<file path="config.mk">
export PLATFORM = sky130hd
export DESIGN_NAME = dfe_stage_monitor
export DESIGN_NICKNAME = d
export VERILOG_FILES = /design/src/rtl/dfe_stage_monitor.sv
export SDC_FILE = /design/constraint.sdc
export NUM_CORES = 1
export LEC_CHECK = 0
export BUFFER_PORTS_ARGS = -buffer_cell sky130_fd_sc_hd__buf_2
export CAP_MARGIN = 30
export CORE_MARGIN = 2
export CORE_UTILIZATION = 54
export DETAILED_ROUTE_END_ITERATION = 12
export HOLD_SLACK_MARGIN = 0.06
export PLACE_DENSITY = 0.76
export SLEW_MARGIN = 40
export SYNTH_ARGS = -nofsm -noshare
export SYNTH_HDL_FRONTEND = slang
export SYNTH_SLANG_ARGS = --single-unit
</file>
<file path="constraint.sdc">
create_clock -name clk -period 2.3 [get_ports clk]
set_input_delay 0.23 -clock clk [delete_from_list [all_inputs] [get_ports clk]]
set_output_delay 0.23 -clock clk [all_outputs]
set_load 0.02 [all_outputs]
</file>
<file path="src/rtl/dfe_stage_monitor.sv">
`default_nettype none
// ============================================================================
//  Module      : dfe_stage_monitor
//  Description : Per-stage tap monitor for a DFE chain. Provides a registered
//                tap, sticky flags, a sample counter and a snapshot buffer.
//  Revision    : 1.0 - initial release
// ============================================================================
module dfe_stage_monitor #(
    parameter int DATA_WIDTH = 16,
    parameter int NUM_STAGES = 6,
    parameter int CAP_DEPTH  = 32,
    parameter int CNT_WIDTH  = 16
) (
    input  logic                                          clk,
    input  logic                                          rst_n,
    input  logic signed [NUM_STAGES-1:0][DATA_WIDTH-1:0]  stage_data,
    input  logic        [NUM_STAGES-1:0]                  stage_valid,
    input  logic        [NUM_STAGES-1:0]                  stage_ovf,
    input  logic        [NUM_STAGES-1:0]                  stage_unf,
    input  logic        [$clog2(NUM_STAGES)-1:0]          cfg_sel,
    input  logic                                          arm,
    input  logic                                          sticky_clr,
    input  logic                                          rd_en,
    output logic signed [DATA_WIDTH-1:0]                  mon_out,
    output logic                                          mon_valid,
    output logic        [NUM_STAGES-1:0]                  sticky_ovf,
    output logic        [NUM_STAGES-1:0]                  sticky_unf,
    output logic        [CNT_WIDTH-1:0]                   sample_cnt,
    output logic                                          cap_busy,
    output logic                                          cap_done,
    output logic signed [DATA_WIDTH-1:0]                  rd_data,
    output logic                                          rd_valid
);

    localparam int c_SEL_W = $clog2(NUM_STAGES);
    localparam int c_PTR_W = $clog2(CAP_DEPTH);
    localparam logic [c_PTR_W-1:0] c_LAST = c_PTR_W'(CAP_DEPTH - 1);

    localparam logic [1:0] c_ST_IDLE    = 2'd0;
    localparam logic [1:0] c_ST_CAPTURE = 2'd1;
    localparam logic [1:0] c_ST_DONE    = 2'd2;

    logic                  w_sel_ok;
    logic                  w_sel_valid;
    logic [DATA_WIDTH-1:0] w_sel_data;
    logic                  w_sel_chg;
    logic                  w_wr_en;
    logic                  w_ptr_clr;
    logic                  w_rd_fire;
    logic [1:0]            w_state_nxt;

    logic [1:0]            r_state;
    logic [c_SEL_W-1:0]    r_sel_prev;
    logic [DATA_WIDTH-1:0] r_mon_out;
    logic                  r_mon_valid;
    logic [NUM_STAGES-1:0] r_sticky_ovf;
    logic [NUM_STAGES-1:0] r_sticky_unf;
    logic [CNT_WIDTH-1:0]  r_cnt;
    logic [c_PTR_W-1:0]    r_wr_ptr;
    logic [c_PTR_W-1:0]    r_rd_ptr;
    logic [DATA_WIDTH-1:0] r_rd_data;
    logic                  r_rd_valid;
    logic [DATA_WIDTH-1:0] r_mem [CAP_DEPTH];

    // Explicit compare loop keeps out-of-range selects from indexing the bus.
    always_comb begin
        w_sel_ok    = 1'b0;
        w_sel_valid = 1'b0;
        w_sel_data  = '0;
        for (int i = 0; i < NUM_STAGES; i++) begin
            if (cfg_sel == c_SEL_W'(i)) begin
                w_sel_ok    = 1'b1;
                w_sel_valid = stage_valid[i];
                w_sel_data  = stage_data[i];
            end
        end
    end

    assign w_sel_chg = (cfg_sel != r_sel_prev);

    always_ff @(posedge clk or negedge rst_n) begin
        if (!rst_n) begin
            r_sel_prev   <= '0;
            r_mon_out    <= '0;
            r_mon_valid  <= 1'b0;
            r_sticky_ovf <= '0;
            r_sticky_unf <= '0;
            r_cnt        <= '0;
        end else begin
            r_sel_prev   <= cfg_sel;
            r_mon_valid  <= w_sel_valid;
            if (!w_sel_ok) begin
                r_mon_out <= '0;
            end else if (w_sel_valid) begin
                r_mon_out <= w_sel_data;
            end
            // A flag arriving alongside the clear must survive it.
            r_sticky_ovf <= (r_sticky_ovf & ~{NUM_STAGES{sticky_clr}}) | stage_ovf;
            r_sticky_unf <= (r_sticky_unf & ~{NUM_STAGES{sticky_clr}}) | stage_unf;
            if (w_sel_chg) begin
                r_cnt <= '0;
            end else if (w_sel_valid && (r_cnt != '1)) begin
                r_cnt <= r_cnt + CNT_WIDTH'(1);
            end
        end
    end

    always_ff @(posedge clk or negedge rst_n) begin
        if (!rst_n) begin
            r_state <= c_ST_IDLE;
        end else begin
            r_state <= w_state_nxt;
        end
    end

    always_comb begin
        w_state_nxt = r_state;
        case (r_state)
            c_ST_IDLE: begin
                if (arm) w_state_nxt = c_ST_CAPTURE;
            end
            c_ST_CAPTURE: begin
                if (w_sel_chg) begin
                    w_state_nxt = c_ST_IDLE;
                end else if (w_sel_valid && (r_wr_ptr == c_LAST)) begin
                    w_state_nxt = c_ST_DONE;
                end
            end
            c_ST_DONE: begin
                if (arm) w_state_nxt = c_ST_CAPTURE;
            end
            default: w_state_nxt = c_ST_IDLE;
        endcase
    end

    always_comb begin
        cap_busy  = (r_state == c_ST_CAPTURE);
        cap_done  = (r_state == c_ST_DONE);
        w_wr_en   = (r_state == c_ST_CAPTURE) && w_sel_valid && !w_sel_chg;
        w_ptr_clr = (r_state != c_ST_CAPTURE) && arm;
        w_rd_fire = (r_state == c_ST_DONE) && rd_en && !arm;
    end

    always_ff @(posedge clk or negedge rst_n) begin
        if (!rst_n) begin
            r_wr_ptr   <= '0;
            r_rd_ptr   <= '0;
            r_rd_data  <= '0;
            r_rd_valid <= 1'b0;
        end else begin
            r_rd_valid <= w_rd_fire;
            if (w_ptr_clr) begin
                r_wr_ptr <= '0;
                r_rd_ptr <= '0;
            end else begin
                if (w_wr_en) r_wr_ptr <= r_wr_ptr + c_PTR_W'(1);
                if (w_rd_fire) begin
                    r_rd_data <= r_mem[r_rd_ptr];
                    r_rd_ptr  <= r_rd_ptr + c_PTR_W'(1);
                end
            end
        end
    end

    // Buffer storage carries no reset; it is only readable after a full capture.
    always_ff @(posedge clk) begin
        if (w_wr_en) r_mem[r_wr_ptr] <= w_sel_data;
    end

    assign mon_out    = r_mon_out;
    assign mon_valid  = r_mon_valid;
    assign sticky_ovf = r_sticky_ovf;
    assign sticky_unf = r_sticky_unf;
    assign sample_cnt = r_cnt;
    assign rd_data    = r_rd_data;
    assign rd_valid   = r_rd_valid;

endmodule
`default_nettype wire

</file>
==> results.py, run 1 <==
metrics = {
    "grt": {
        "grt_max_degree": 42,
        "grt_pass1_wl_mm": 91.1,
        "antenna_found_initial": 1,
        "grt-ovfl-total": 0,
        "grt_pass1_vias": 14800,
        "grtUsageTotal": 0.268,
    },
    "layout": {
        "n_fill_cell": 2771,
        "areaGrowthSynthToFinish_pct": 22.1,
        "drive_gt1_frac": 0.342,
        "fin_nets": 1784,
    },
    "floorplan": {
        "die_x_um": 214,
        "coreArea_um2": 43300,
        "start_util": 0.550,
        "die-area_um2": 45800,
        "num_io_pins": 186,
        "die_height_um": 214,
        "num_rows": 76,
    },
    "synthesis": {
        "ys_ff_latch": 589,
        "synth_area_leader_cell": "edfxtp_1",
        "ys_async_sr_fraction": 0.131,
        "yosys-top-cells-count": "edfxtp_1 (512), mux2i_1 (92), mux4_2 (90)",
        "yosys_warnings": 0,
        "ys.flop_type": "edfxtp_1",
        "synth-edff-count": 512,
        "yosysSeqAreaShare": 0.727,
        "synth.most_common_cell": "edfxtp_1",
        "avgSynthCellArea_um2": 17.7,
        "synth_top_area_frac": 0.646,
        "synthCells": 1343,
        "synthTopCellsByArea": "edfxtp_1 (65%), mux4_2 (8.5%), dfrtp_1 (8.1%)",
        "synth_nets": 1472,
        "netlist_area_um2": 23800,
        "synthDistinctLibCells": 60,
    },
    "hold_path": {
        "worstHoldStart": "sticky_clr",
        "min_to": "sticky_unf[3]$_DFF_PN0_",
        "hp-class": "input port to register",
        "min_delay_path_depth": 3,
    },
    "sta": {
        "maxSlewViolCount": 0,
        "rsz0062_at_grt": "yes",
        "whs_ps": 115,
        "finClkSkew_ps": 25.2,
        "setup_viol": 1,
        "fin_ws_ps": -22.5,
        "fmax_ghz": 0.431,
        "fin_crit_sh": 1.01,
        "max-slew-margin-rel": 0.605,
        "finalHoldViolCount": 0,
        "tightest_slew_ps": 591,
        "period_minus_slack_ps": 2320,
    },
    "placement": {
        "post-dp-hpwl_mm": 39.1,
        "port_buffers": 185,
        "globalplace.congestion": 0.958,
    },
    "cts": {
        "clock-sinks": 589,
        "cts_tree": "yes",
        "cts_root_buffer": "clkbuf_16",
        "clock_latency_ps": 620,
        "cts_inserted_buffers": 57,
        "clockBufferDepth": 3,
        "htree_levels": 2,
        "path_clk_slew_ps": 60,
    },
    "run_status": {
        "violations": "setup timing",
        "status": "finished with violations",
    },
    "route": {
        "wl_per_cell_um": 26.8,
        "drtPass1Iterations": 5,
        "drc": 0,
        "routed_wl_mm": 61.4,
        "ant_nets": 0,
        "drt_iter0_drc": 1363,
        "num_vias": 14300,
        "post_drt_via_cell_ratio": 6.27,
    },
    "worst_setup_path": {
        "end_kind": "register",
        "critical_path_class": "register to register",
        "r2r_cells": 6,
        "cp_cell_sequence": "buf_12, buf_4, mux4_2, mux2_2, a221oi_2, a211oi_1",
        "crit_arrival_ps": 2800,
        "r2r_start": "r_rd_ptr[0]$_DFFE_PN0P_",
        "cp_slowest_cell": "dfrtp_4",
        "path_delay_family": "multiplexers",
        "r2r-end": "rd_data[7]$_DFFE_PN0P_",
        "path_buf_inv": 2,
        "cp_max_fo": 9,
        "cp-start-kind": "register",
        "max_stage_delay_ps": 590,
        "cp.required_ps": 2780,
        "r2r_slack_ps": -20,
    },
    "run": {
        "drv_cap": 0,
    },
    "pwr": {
        "fin_total_pwr_w": 0.0223,
        "leakagePower_nw": 10.1,
        "vdd_drop_max_v": 0.000508,
        "power_density_nw_per_um2": 767,
    },
}
[cells by family after synthesis]
family                     Yosys count  share of synthesized area
muxes                              204                      0.134
DFF                                589                      0.727
buffers and inverters              108                     0.0219
AOI/OAI and AO/OA                  205                     0.0653
and+or+nand+nor                    223                     0.0450
adders and majority gates            7                    0.00368
xor gates and xnor gates             7                    0.00258
[sequential cells by signal (all words and copies together) (netlist names), 3 cells and up]
signal,flops
sticky_ovf,6
rd_data,16
sample_cnt,16
sticky_unf,6
r_sel_prev,3
mon_out,16
r_wr_ptr,5
r_rd_ptr,5
r_mem,512
[metal layers]
layer / vias up / wire, µm / global-route usage
met2: 833 / 29800 / 0.434
met4: 0 / 3340 / 0.141
met1: 7306 / 22800 / 0.347
met5: - / 0 / 0
li1: 6065 / - / -
met3: 131 / 5490 / 0.0534
[what timing repair did]
item / in CTS / in global routing
gates resized for setup: 6 / 11
endpoints found under the setup margin: 12 / 10
pin swaps: 0 / 0
hold endpoints to repair: 96 / 0
hold buffers: 17 / 0
gates cloned: 0 / 0
setup buffers: 1 / 0
[area by class of cell]
cell class | instances | area [µm²] | area share
Tap cell | 585 | 732 | 0.0252
Clock inverter | 37 | 339 | 0.0117
Sequential cell | 589 | 17300 | 0.596
Timing Repair Buffer | 338 | 2860 | 0.0984
Antenna cell | 1 | 2.50 | 0.0000862
Inverter | 23 | 86.3 | 0.00297
Clock buffer | 68 | 1490 | 0.0513
Multi-Input combinational cell | 646 | 6220 | 0.214
[tightest hold or removal path, cell delays in order]
cell and delay, ps:
buf_2 70, inv_1 170, a21o_1 210
[power by group]
group	switching, W	internal (W)
clock network	0.00395	0.00519
logic	0.000805	0.000425
registers	0.0000550	0.0118
total	0.00481	0.0175
[how the worst max path moves through the flow]
stage,startpoint,endpoint,slack [ps],depth (start not counted)
floorplan,cfg_sel[0],r_mem[31][0]$_DFFE_PP_,-200,7
CTS,r_rd_ptr[0]$_DFFE_PN0P_,rd_data[11]$_DFFE_PN0P_,0.9,6
detailed placement,r_rd_ptr[0]$_DFFE_PN0P_,rd_data[11]$_DFFE_PN0P_,-190,6
global placement,r_rd_ptr[0]$_DFFE_PN0P_,rd_data[11]$_DFFE_PN0P_,-190,6
finish,r_rd_ptr[0]$_DFFE_PN0P_,rd_data[7]$_DFFE_PN0P_,-20,6
global route,r_rd_ptr[0]$_DFFE_PN0P_,rd_data[7]$_DFFE_PN0P_,-5,6
[metrics by stage]
stage                     setup TNS, ps  utilization  worst slack [ps]  instance area [µm²]  std cells
after floorplan                  -90190            -              -200                24000       1343
after global placement             -356        0.623              -189                27000       2163
after detailed placement           -765        0.623              -192                27000       2163
after CTS                             0        0.670             0.941                29000       2286
after global routing              -4.95        0.671             -4.95                29000       2286
final                             -22.5        0.671             -22.5                29000       2287
[cell usage in the layout, fill, tap and decap left out, types with 6 or more instances in the layout]
cell type / synthesis / layout
dfrtp_1: 77 / 74
dlygate4sd3_1: 0 / 17
nand3_1: 37 / 37
mux2i_1: 92 / 92
nor2_1: 72 / 45
buf_4: 11 / 78
a211oi_1: 13 / 13
and3_1: 11 / 11
buf_12: 0 / 57
o22ai_1: 26 / 16
clkbuf_1: 32 / 10
clkinv_1: 0 / 13
o22ai_2: 0 / 10
a22oi_1: 32 / 30
o21ai_0: 13 / 13
clkbuf_16: 0 / 58
inv_1: 22 / 22
o221ai_1: 16 / 11
a2111oi_0: 11 / 9
ha_1: 7 / 7
a21o_1: 19 / 19
nor2_2: 0 / 23
nand2b_1: 7 / 7
nand2_1: 52 / 52
xor2_1: 6 / 6
or4_1: 6 / 6
buf_2: 36 / 184
clkinv_2: 0 / 11
mux4_2: 90 / 90
mux2_2: 22 / 22
o2bb2ai_1: 12 / 12
a21oi_1: 16 / 16
o31ai_1: 8 / 8
edfxtp_1: 512 / 512
a221oi_1: 16 / 12
Power figures use the tool's default switching activity.
==> run 2, diff against run 1 <==
- CORE_UTILIZATION: 54 -> 45
- PLACE_DENSITY: 0.76 -> 0.65
- TNS_END_PERCENT: default -> 30
==> results.py, run 2 (same netlist as run 1, synthesis figures left out) <==
metrics = {
    "sta": {
        "finalHoldViolCount": 0,
        "max-slew-margin-rel": 0.509,
        "setup_viol": 0,
        "whs_ps": 105,
        "tightest_slew_ps": 718,
        "setup_tns_ps": 0,
        "finClkSkew_ps": 10.9,
        "fin_ws_ps": 49.8,
        "period_minus_slack_ps": 2250,
        "fmax_ghz": 0.444,
        "fin_crit_sh": 0.978,
        "maxSlewViolCount": 0,
        "rsz0062_at_grt": "no",
    },
    "worst_setup_path": {
        "cp-start-kind": "register",
        "end_kind": "register",
        "cp_max_fo": 10,
        "path_buf_inv": 2,
        "r2r_slack_ps": 50,
        "r2r_cells": 6,
        "crit_path_frequent_cell": "buf_4",
        "cp_slowest_cell": "dfrtp_4",
        "cp.required_ps": 2790,
        "critical_path_class": "register to register",
        "crit_arrival_ps": 2740,
        "path_delay_family": "compound AO/OA/AOI/OAI gates",
        "r2r_start": "r_rd_ptr[0]$_DFFE_PN0P_",
        "r2r-end": "rd_data[8]$_DFFE_PN0P_",
        "max_stage_delay_ps": 580,
        "cp_cell_sequence": "or3b_1, buf_4, buf_4, o221ai_1, a221oi_1, a211oi_1",
    },
    "layout": {
        "fin_util": 0.559,
        "final_cells": 2391,
        "final_cell_mix": "edfxtp_1 (512), buf_2 (184), mux2i_1 (92), mux4_2 (90), buf_4 (77)",
        "fin_nets": 1786,
        "drive_gt1_frac": 0.345,
        "areaGrowthSynthToFinish_pct": 23.2,
        "mostFrequentLayoutCell": "edfxtp_1",
        "n_fill_cell": 3976,
        "antennaDiodeCount": 0,
        "top_register": "r_mem",
        "largest_reg_flops": 512,
    },
    "floorplan": {
        "start_util": 0.454,
        "num_rows": 84,
        "die-area_um2": 54700,
        "num_io_pins": 186,
        "coreArea_um2": 52400,
        "die_height_um": 234,
        "die_x_um": 234,
    },
    "grt": {
        "gr-max-usage-layer": "met2",
        "antenna_found_initial": 1,
        "grt-ovfl-total": 0,
        "grt_pass1_vias": 14000,
        "grtUsageMet3": 0.0473,
        "grt_use_met2": 0.355,
        "grtUsageTotal": 0.222,
        "grt_max_degree": 45,
        "grt_pass1_wl_mm": 88.6,
        "use_met1": 0.302,
    },
    "cts": {
        "clock_latency_ps": 600,
        "path_clk_slew_ps": 60,
        "clockBufferDepth": 3,
        "cts_tree": "yes",
        "cts_root_buffer": "clkbuf_16",
        "clock-sinks": 589,
        "htree_levels": 2,
        "cts_inserted_buffers": 56,
    },
    "placement": {
        "placed_cells": 2268,
        "globalplace.congestion": 0.873,
        "dp_slack_ps": -24.1,
        "port_buffers": 185,
        "post-dp-hpwl_mm": 38.0,
    },
    "hold_path": {
        "min_delay_path_depth": 3,
        "min_to": "sticky_ovf[1]$_DFF_PN0_",
        "hp-class": "input port to register",
        "worstHoldStart": "sticky_clr",
    },
    "route": {
        "post_drt_via_cell_ratio": 5.83,
        "drtPass1Iterations": 5,
        "ant_nets": 0,
        "num_vias": 13900,
        "drc": 0,
        "wl_per_cell_um": 25.1,
        "drt_iter0_drc": 1279,
        "routed_wl_mm": 60.1,
    },
    "run_status": {
        "status": "completed",
    },
    "pwr": {
        "vdd_drop_max_v": 0.000567,
        "leakagePower_nw": 10.2,
        "power_density_nw_per_um2": 775,
    },
    "run": {
        "drv_cap": 0,
    },
}
[run 2: cell count changes in the layout (fill, tap and decap cells not counted), moves of 3 or more]
cell       previous run  this run
bufinv_16             5         9
clkbuf_1             10         7
clkbuf_8              0         3
clkinv_1             13         9
[run 2: routing by layer]
metal  part of all wire  wire [µm]
met2               0.48      28800
met5                  0          0
met3              0.078       4680
met4              0.035       2130
met1               0.41      24500
[run 2: through the flow]
stage | instance area (µm²) | total power (W)
2_1_floorplan | 23900 | 0.0127
3_3_place_gp | 27100 | 0.0133
3_5_place_dp | 27100 | 0.0133
4_1_cts | 29200 | 0.0228
5_1_grt | 29300 | 0.0233
6_report | 29300 | 0.0227
[run 2: power breakdown]
group          internal, W  switching [W]  leakage [nW]
Combinational     0.000412       0.000798          3.58
Sequential          0.0118      0.0000537          5.65
Clock              0.00565        0.00394         0.931
[run 2: worst max path at each step]
stage | from | endpoint | slack, ps | depth (start not counted)
after global routing | r_rd_ptr[0]$_DFFE_PN0P_ | rd_data[15]$_DFFE_PN0P_ | 2 | 6
final | r_rd_ptr[0]$_DFFE_PN0P_ | rd_data[8]$_DFFE_PN0P_ | 50 | 6
after global placement | r_rd_ptr[0]$_DFFE_PN0P_ | rd_data[8]$_DFFE_PN0P_ | -230 | 6
after detailed placement | r_rd_ptr[0]$_DFFE_PN0P_ | rd_data[11]$_DFFE_PN0P_ | -20 | 5
after floorplan | cfg_sel[0] | r_mem[31][0]$_DFFE_PP_ | -200 | 7
after CTS | r_rd_ptr[0]$_DFFE_PN0P_ | rd_data[1]$_DFFE_PN0P_ | 20 | 5
[run 2: worst register-to-register path, cell delays in order, from the launching register on]
cell      delay [ps]
dfrtp_4          580
or3b_1           430
buf_4            200
buf_4            160
o221ai_1         370
a221oi_1         140
a211oi_1         260
[run 2: repair_timing]
| item | CTS | global route |
|---|---|---|
| buffers inserted | 0 | 2 |
| gates resized for setup | 3 | 9 |
| hold buffers | 16 | 0 |
| gates cloned | 0 | 1 |
| setup endpoints to repair | 3 | 28 |
| endpoints found under the hold margin | 63 | 0 |
[run 2: area by class of cell]
cell class | instances | area (µm²) | area share
Clock inverter | 37 | 430 | 0.0147
Timing Repair Buffer | 341 | 2930 | 0.0999
Multi-Input combinational cell | 646 | 6190 | 0.211
Sequential cell | 589 | 17300 | 0.591
Tap cell | 688 | 861 | 0.0294
Clock buffer | 67 | 1490 | 0.0510
Inverter | 23 | 86.3 | 0.00295
==> run 3, diff against run 2 <==
- MAX_ROUTING_LAYER: default -> met4
- RECOVER_POWER: default -> 100
- SLEW_MARGIN: 40 -> default
==> results.py, run 3 (same netlist as run 1, synthesis figures left out) <==
metrics = {
    "run_status": {
        "status": "finished with violations",
        "violations": "setup timing",
    },
    "grt": {
        "grt-ovfl-total": 0,
        "grtUsageTotal": 0.228,
        "grt_pass1_wl_mm": 88.2,
        "antenna_found_initial": 1,
        "grt_max_degree": 45,
        "grt_pass1_vias": 13900,
    },
    "worst_setup_path": {
        "cp_max_fo": 10,
        "path_delay_family": "compound AO/OA/AOI/OAI gates",
        "cp_cell_sequence": "or3b_1, buf_4, clkbuf_2, o221ai_1, a221oi_1, a211oi_1",
        "crit_arrival_ps": 2820,
        "r2r_cells": 6,
        "path_buf_inv": 2,
        "end_kind": "register",
        "r2r_slack_ps": -20,
        "cp.required_ps": 2800,
        "critical_path_class": "register to register",
        "cp_slowest_cell": "dfrtp_4",
        "cp-start-kind": "register",
        "max_stage_delay_ps": 580,
        "crit_cells": 6,
    },
    "layout": {
        "final_cell_mix": "edfxtp_1 (512), buf_2 (122), mux2i_1 (92), mux4_2 (90), clkbuf_1 (78)",
        "areaGrowthSynthToFinish_pct": 21.0,
        "drive_gt1_frac": 0.292,
        "final_cells": 2396,
        "fin_util": 0.549,
        "mostFrequentLayoutCell": "edfxtp_1",
        "design_area_um2": 28800,
        "antennaDiodeCount": 0,
        "fin_nets": 1789,
        "largest_reg_flops": 512,
        "top_register": "r_mem",
    },
    "route": {
        "routed_wl_mm": 60.2,
        "drc": 0,
        "num_vias": 14000,
        "drtPass1Iterations": 5,
        "ant_nets": 0,
        "post_drt_via_cell_ratio": 5.86,
        "wl_per_cell_um": 25.1,
        "drt_iter0_drc": 1336,
    },
    "sta": {
        "whs_ps": 109,
        "rsz0062_at_grt": "no",
        "finClkSkew_ps": 10.1,
        "max-slew-margin-rel": 0.240,
        "fin_ws_ps": -24.1,
        "period_minus_slack_ps": 2320,
        "finalHoldViolCount": 0,
        "setup_viol": 1,
        "fmax_ghz": 0.430,
        "setup_tns_ps": -24.1,
        "maxSlewViolCount": 0,
        "tightest_slew_ps": 1140,
        "fin_crit_sh": 1.01,
    },
    "hold_path": {
        "hp-class": "input port to register",
        "min_delay_path_depth": 3,
    },
    "cts": {
        "cts_root_buffer": "clkbuf_16",
        "clockBufferDepth": 3,
        "clock_latency_ps": 610,
        "path_clk_slew_ps": 60,
        "cts_inserted_buffers": 56,
        "cts_tree": "yes",
        "htree_levels": 2,
        "clock-sinks": 589,
    },
    "floorplan": {
        "coreArea_um2": 52400,
        "num_io_pins": 186,
        "start_util": 0.454,
        "die_height_um": 234,
        "num_rows": 84,
        "die_x_um": 234,
        "die-area_um2": 54700,
    },
    "pwr": {
        "vdd_drop_max_v": 0.000526,
        "leakagePower_nw": 9.79,
        "power_frac_clock": 0.424,
        "netSwitchingPower_w": 0.00478,
        "intPower_w": 0.0178,
        "seq_power_share": 0.527,
        "pwr-share-comb": 0.049,
        "switching_share": 0.211,
        "power_density_nw_per_um2": 786,
    },
    "placement": {
        "post-dp-hpwl_mm": 38.0,
        "globalplace.congestion": 0.890,
        "dpl_cell_area_um2": 27100,
        "placed_cells": 2268,
        "port_buffers": 185,
    },
    "run": {
        "drv_cap": 0,
    },
}
-- run 3: changes by cell type in the layout (fill, tap and decap cells not counted), sizes merged --
cell	change
clkinvlp	-1
clkbuf	+86
clkinv	+3
dlygate4sd3	+3
buf	-86
-- run 3: area by class of cell --
type / instances / area (µm²)
Fill cell: 4072 / 23700
Sequential cell: 589 / 17300
Multi-Input combinational cell: 646 / 6100
Timing Repair Buffer: 344 / 2500
Clock buffer: 67 / 1490
Tap cell: 688 / 861
Clock inverter: 39 / 435
Inverter: 23 / 86.3
-- run 3: worst paths after layout --
check,start,end
worst max-delay path,r_rd_ptr[0]$_DFFE_PN0P_,rd_data[8]$_DFFE_PN0P_
worst min-delay path,sticky_clr,sticky_ovf[4]$_DFF_PN0_
worst max register to register,r_rd_ptr[0]$_DFFE_PN0P_,rd_data[8]$_DFFE_PN0P_
worst min register to register,sticky_ovf[1]$_DFF_PN0_,sticky_ovf[1]$_DFF_PN0_
max in group asynchronous,rst_n,r_rd_ptr[0]$_DFFE_PN0P_
min in group asynchronous,rst_n,sample_cnt[4]$_DFFE_PN0P_
-- run 3: worst reg2reg max path, stage by stage (launching register included) --
cell      delay [ps]
dfrtp_4          580
or3b_1           430
buf_4            210
clkbuf_2         150
o221ai_1         420
a221oi_1         140
a211oi_1         290
-- run 3: power groups by stage --
stage / clock network (W) / logic (W) / registers, W
after floorplan: 0 / 0.000452 / 0.0122
after global placement: 0 / 0.00115 / 0.0121
after detailed placement: 0 / 0.00120 / 0.0121
after CTS: 0.00972 / 0.00122 / 0.0119
after global routing: 0.0101 / 0.00120 / 0.0119
final: 0.00960 / 0.00111 / 0.0119
-- run 3: repair_timing --
action | CTS | global route
gates cloned | 0 | 1
setup buffers | 0 | 2
setup endpoints to repair | 11 | 27
resized for setup | 4 | 8
hold buffers | 19 | 0
endpoints found under the hold margin | 70 | 0
-- run 3: routing by layer --
layer | wire, µm | vias up | GRT usage
met5 | 0 | - | -
met2 | 28900 | 647 | 0.356
met3 | 4780 | 116 | 0.0501
li1 | - | 6083 | -
met1 | 24400 | 7200 | 0.298
met4 | 2120 | 0 | 0.0783
-- run 3: metrics by stage --
stage          worst slack (ps)  power [W]
4_1_cts                    16.8     0.0228
3_5_place_dp               -250     0.0133
5_1_grt                    1.37     0.0232
6_report                  -24.1     0.0226
2_1_floorplan              -200     0.0127
3_3_place_gp               -226     0.0133
